`config.mk`:
```
export PLATFORM = sky130hd
export DESIGN_NAME = shift32_seq
export DESIGN_NICKNAME = d
export VERILOG_FILES = /design/src/rtl/shift32_seq_pkg.sv /design/src/rtl/shift32_stage.sv /design/src/rtl/shift32_seq.sv
export SDC_FILE = /design/constraint.sdc
export NUM_CORES = 1
export LEC_CHECK = 0
export ABC_AREA = 1
export ABC_CLOCK_PERIOD_IN_PS = 2700
export BUFFER_PORTS_ARGS = -buffer_cell sky130_fd_sc_hd__buf_4
export CAP_MARGIN = 5
export CORE_MARGIN = 2
export CORE_UTILIZATION = 43
export CTS_BUF_LIST = sky130_fd_sc_hd__clkbuf_16
export DETAILED_ROUTE_END_ITERATION = 12
export PLACE_DENSITY = 0.61
export SLEW_MARGIN = 30
export SYNTH_ARGS = -nofsm -noshare
export SYNTH_HDL_FRONTEND = slang
export SYNTH_HIERARCHICAL = 1
export SYNTH_SLANG_ARGS = --single-unit
export TNS_END_PERCENT = 1
```
`constraint.sdc`:
```
create_clock -name CLK -period 2.7 [get_ports CLK]
set_clock_uncertainty 0.1 [all_clocks]
set_input_delay 0.27 -clock CLK [delete_from_list [all_inputs] [get_ports CLK]]
set_output_delay 0.27 -clock CLK [all_outputs]
set_load 0.05 [all_outputs]
```
`src/rtl/shift32_seq_pkg.sv`:
```
// rtl/shift32_seq_pkg.sv - shared constants and encodings for the sequential shifter
package shift32_seq_pkg;
    localparam int DATA_WIDTH  = 32;
    localparam int SHAMT_WIDTH = 5;
    localparam int STAGE_WIDTH = 3;

    typedef enum logic [1:0] {
        IDLE   = 2'b00,
        SHIFT  = 2'b01,
        FINISH = 2'b10
    } state_t;

    localparam logic SHIFT_LEFT  = 1'b1;
    localparam logic SHIFT_RIGHT = 1'b0;
endpackage

```
`src/rtl/shift32_stage.sv`:
```
// rtl/shift32_stage.sv - one log-stage of the shifter: shift by 2^stage when enabled
module shift32_stage
    import shift32_seq_pkg::*;
(
    input  logic [DATA_WIDTH-1:0]  data,
    input  logic [STAGE_WIDTH-1:0] stage,
    input  logic                   enable,
    input  logic                   dir,
    output logic [DATA_WIDTH-1:0]  result
);
    logic [SHAMT_WIDTH-1:0] amount;

    always_comb begin
        amount = '0;
        case (stage)
            3'd0:    amount = 5'd1;
            3'd1:    amount = 5'd2;
            3'd2:    amount = 5'd4;
            3'd3:    amount = 5'd8;
            3'd4:    amount = 5'd16;
            default: amount = 5'd0;
        endcase
        result = data;
        if (enable) begin
            if (dir == SHIFT_LEFT) result = data << amount;
            else                   result = data >> amount;
        end
    end
endmodule

```
`src/rtl/shift32_seq.sv`:
```
// rtl/shift32_seq.sv - multi-cycle handshaked 32-bit logical shifter, one log-stage per clock
module shift32_seq
    import shift32_seq_pkg::*;
(
    input  logic                  CLK,
    input  logic                  RST,
    input  logic                  START,
    input  logic [DATA_WIDTH-1:0] D,
    input  logic [DATA_WIDTH-1:0] S,
    input  logic                  LnR,
    output logic [DATA_WIDTH-1:0] Y,
    output logic                  BUSY,
    output logic                  DONE
);
    state_t                 state, state_nxt;
    logic [DATA_WIDTH-1:0]  work;
    logic [SHAMT_WIDTH-1:0] shamt;
    logic                   dir;
    logic [STAGE_WIDTH-1:0] stage;
    logic [DATA_WIDTH-1:0]  stage_out;
    logic                   last_stage;

    assign last_stage = (stage == 3'd4);

    shift32_stage u_stage (
        .data   (work),
        .stage  (stage),
        .enable (shamt[stage]),
        .dir    (dir),
        .result (stage_out)
    );

    always_ff @(posedge CLK or negedge RST) begin
        if (!RST) state <= IDLE;
        else      state <= state_nxt;
    end

    // Out-of-range amounts skip the stage walk entirely and force a zero result.
    always_comb begin
        state_nxt = state;
        case (state)
            IDLE:    if (START) state_nxt = (|S[DATA_WIDTH-1:SHAMT_WIDTH]) ? FINISH : SHIFT;
            SHIFT:   if (last_stage) state_nxt = IDLE;
            FINISH:  state_nxt = IDLE;
            default: state_nxt = IDLE;
        endcase
    end

    always_ff @(posedge CLK or negedge RST) begin
        if (!RST) begin
            Y     <= '0;
            BUSY  <= 1'b0;
            DONE  <= 1'b0;
            work  <= '0;
            shamt <= '0;
            dir   <= SHIFT_RIGHT;
            stage <= '0;
        end else begin
            DONE <= 1'b0;
            case (state)
                IDLE: begin
                    if (START) begin
                        work  <= D;
                        shamt <= S[SHAMT_WIDTH-1:0];
                        dir   <= LnR;
                        stage <= '0;
                        BUSY  <= 1'b1;
                    end
                end
                SHIFT: begin
                    work  <= stage_out;
                    stage <= stage + 3'd1;
                    if (last_stage) begin
                        Y     <= stage_out;
                        DONE  <= 1'b1;
                        BUSY  <= 1'b0;
                        stage <= '0;
                    end
                end
                FINISH: begin
                    Y    <= '0;
                    DONE <= 1'b1;
                    BUSY <= 1'b0;
                end
                default: BUSY <= 1'b0;
            endcase
        end
    end
endmodule

```
==> qor.txt <==
syn avg cell area -> 6.06 um2
remaining global-route overflow -> 0
clock slew at reported path FFs -> 0.06 ns
antenna viol nets, final -> 0
R2R Setup Slk -> 0.18 ns
final WL -> 28.5 mm
peak per-stage delay on the critical path -> 0.38 ns
maximum vdd drop -> 356 uV
TritonCTS Buffers -> 9
synth unique cells -> 34
FMAX -> 0.398 GHz
Setup TNS Final -> 0 ns
fin nets -> 1316
DIE AREA -> 0.0172 mm2
Comb power frac -> 0.423
Worst Setup Start Kind -> register
hpwl dp -> 22.2 mm
drt pass-1 iters -> 6
CTS tree -> yes
Setup crit end kind -> register
clk sink count -> 77
Die Y -> 131 um
CTS Buffer Depth -> 2
most frequent cells after synthesis -> 304 x nand2_1, 284 x nand3_1, 110 x inv_1, 110 x nor2_1, 77 x dfrtp_1
WHS Path Cells -> 2
Sw Pwr -> 0.00191 W
Syn Std Cell Area -> 0.00695 mm2
data arrival time of the worst path -> 2.68 ns
Hold Vio Cnt, Final -> 0
number of I/O pins -> 102
crit path max-delay cell type -> dfrtp_1
Final Core Density -> 0.529
vias in the first global route -> 8085
sequential share of power -> 0.325
Main synth FF type -> dfrtp_1
Finished Cell Area -> 0.00838 mm2
sequential-to-total area share from yosys stat -> 0.277
GRT Overall Usage -> 0.332
Min Hold Slack -> 0.0555 ns
antenna violations before repair -> 0
Slew headroom -> 0.466
post-synth top area share -> 0.277
# port buffers -> 101
DP Area -> 0.00809 mm2
top cells by area, synth -> dfrtp_1 28%, nand3_1 20%, nand2_1 16%, inv_1 5.9%, nor2_1 5.9%
WL per Instance -> 19.5 um
Clock Tree Root -> clkbuf_16
pwr dens -> 538 mW/mm2
most common cell in the netlist -> nand2_1
DR vias/cell -> 5.84
Final Max Tran Viols -> 0
DRC viols -> 0
Yosys warning count -> 6
Rows -> 46
CP required -> 2.86 ns
# fillers -> 1682
Initial Utilization -> 0.439
status -> complete, no violations
Chip Width -> 131 um
crit-path max FO -> 29
Setup violations, final -> 0
ys async rst share -> 1.00
Tightest Pin Transition -> 0.801 ns
Clock power frac -> 0.252
first-pass GRT wire length -> 45.0 mm
Max-cap violations -> 0
#FFs+latches synth -> 77
largest net degree at the start of global routing -> 78
period utilization -> 0.932
EDFF count, synth -> 0
min-delay worst type -> input port to register
ant diodes -> 0
Initial DRC Count -> 912
post-synthesis cell count -> 1147
core area -> 0.0158 mm2
crit-path cells -> buf_4 -> nand2_2 -> inv_2 -> nand2_2 -> inv_2 -> buf_12 -> nand3_1 -> a21oi_1 -> nor2_1 -> a21oi_1 -> nand2_1 -> o22ai_1
R2R depth -> 12
# H-tree levels -> 3
Skew-Pair Late Insertion Delay -> 0.35 ns
vias -> 8550
net count after synthesis -> 1220
P_int -> 0.00259 W
unrepaired setup endpoints after global routing -> no
leakage -> 4.29 nW
share of layout cells above drive strength 1 -> 0.163
crit path kind -> register to register
post-route minimum period -> 2.52 ns
sw frac -> 0.425
Layout area overhead -> 20.5%
final RePlAce weighted congestion -> 1.10
Synth area leader -> dfrtp_1
## layer usage
| metal | global-route usage | share of wire |
|---|---|---|
| met1 | 0.455 | 0.42 |
| met2 | 0.485 | 0.42 |
| met3 | 0.0664 | 0.096 |
| met4 | 0.195 | 0.061 |
| met5 | 0 | 0 |
## area by class of cell
class	count	area (um2)	share of cell area
Multi-Input combinational cell	882	4190	0.500
Timing Repair Buffer	154	1260	0.151
Inverter	119	449	0.0536
Sequential cell	77	1930	0.230
Clock inverter	7	50.0	0.00598
Tap cell	216	270	0.0323
Clock buffer	9	225	0.0269
## state kept, by name, indices dropped and copies added, names as in the netlist
register,count
Y,32
dir,1
work,32
state,2
DONE,1
stage,3
BUSY,1
shamt,5
## worst paths after layout
check,from,to
setup / recovery,stage[1]$_DFFE_PN0P_,Y[27]$_DFFE_PN0P_
hold / removal,LnR,dir$_DFFE_PN0P_
setup reg to reg,stage[1]$_DFFE_PN0P_,Y[27]$_DFFE_PN0P_
hold reg to reg,BUSY$_DFFE_PN0P_,BUSY$_DFFE_PN0P_
max in group asynchronous,RST,stage[0]$_DFFE_PN0P_
min in group asynchronous,RST,shamt[2]$_DFFE_PN0P_
## through the flow
stage          instances  power, W  setup WS (ns)
6_report            1464   0.00451          0.185
2_1_floorplan       1147   0.00264          0.391
3_3_place_gp        1447   0.00333          0.153
4_1_cts             1464   0.00447          0.129
5_1_grt             1464   0.00478         0.0138
3_5_place_dp        1447   0.00332          0.148
## placed cells by master (no fill, tap or decap), types with 2 or more instances in the layout
cell / n
dfrtp_1: 76
and2_1: 2
buf_12: 8
o21ai_4: 2
o21ai_0: 16
inv_2: 6
o21ai_1: 5
nand2_1: 304
clkinv_2: 2
a21oi_1: 31
o22ai_1: 32
nand4_1: 23
nor2_1: 110
clkinv_1: 2
nand3b_1: 6
a31oi_1: 32
clkinvlp_4: 3
buf_4: 144
inv_1: 110
nor2_2: 2
mux2_2: 6
ha_1: 5
nand2_2: 5
nand3_1: 284
nor2_4: 3
or2_2: 6
clkbuf_16: 9
## worst max-delay path, delay by kind of cell, from the launching register on
kind,cells,cell delay [ns]
and+or+nand+nor,5,0.49
buffers and inverters,4,0.75
DFF,1,0.38
AOI/OAI and AO/OA,3,0.69
## cells by family after synthesis
family	share of synthesized area
compound gates	0.103
xor+xnor	0.00126
fa+ha+maj	0.00900
buf+inv	0.123
flops	0.277
mux	0.00972
simple gates	0.477
## power groups by stage
stage / logic, W / registers, W / clock network, W
after floorplan: 0.00122 / 0.00142 / 0
after global placement: 0.00185 / 0.00148 / 0
after detailed placement: 0.00184 / 0.00148 / 0
after CTS: 0.00185 / 0.00146 / 0.00116
after global routing: 0.00210 / 0.00148 / 0.00121
final: 0.00191 / 0.00146 / 0.00114
## repair_timing
item / CTS / global route
resized for setup: 0 / 2
setup endpoints to repair: 0 / 12
endpoints found under the hold margin: 77 / 0
hold buffers: 1 / 0
setup buffers: 0 / 0
No activity file was read; power rests on OpenSTA's default activity.
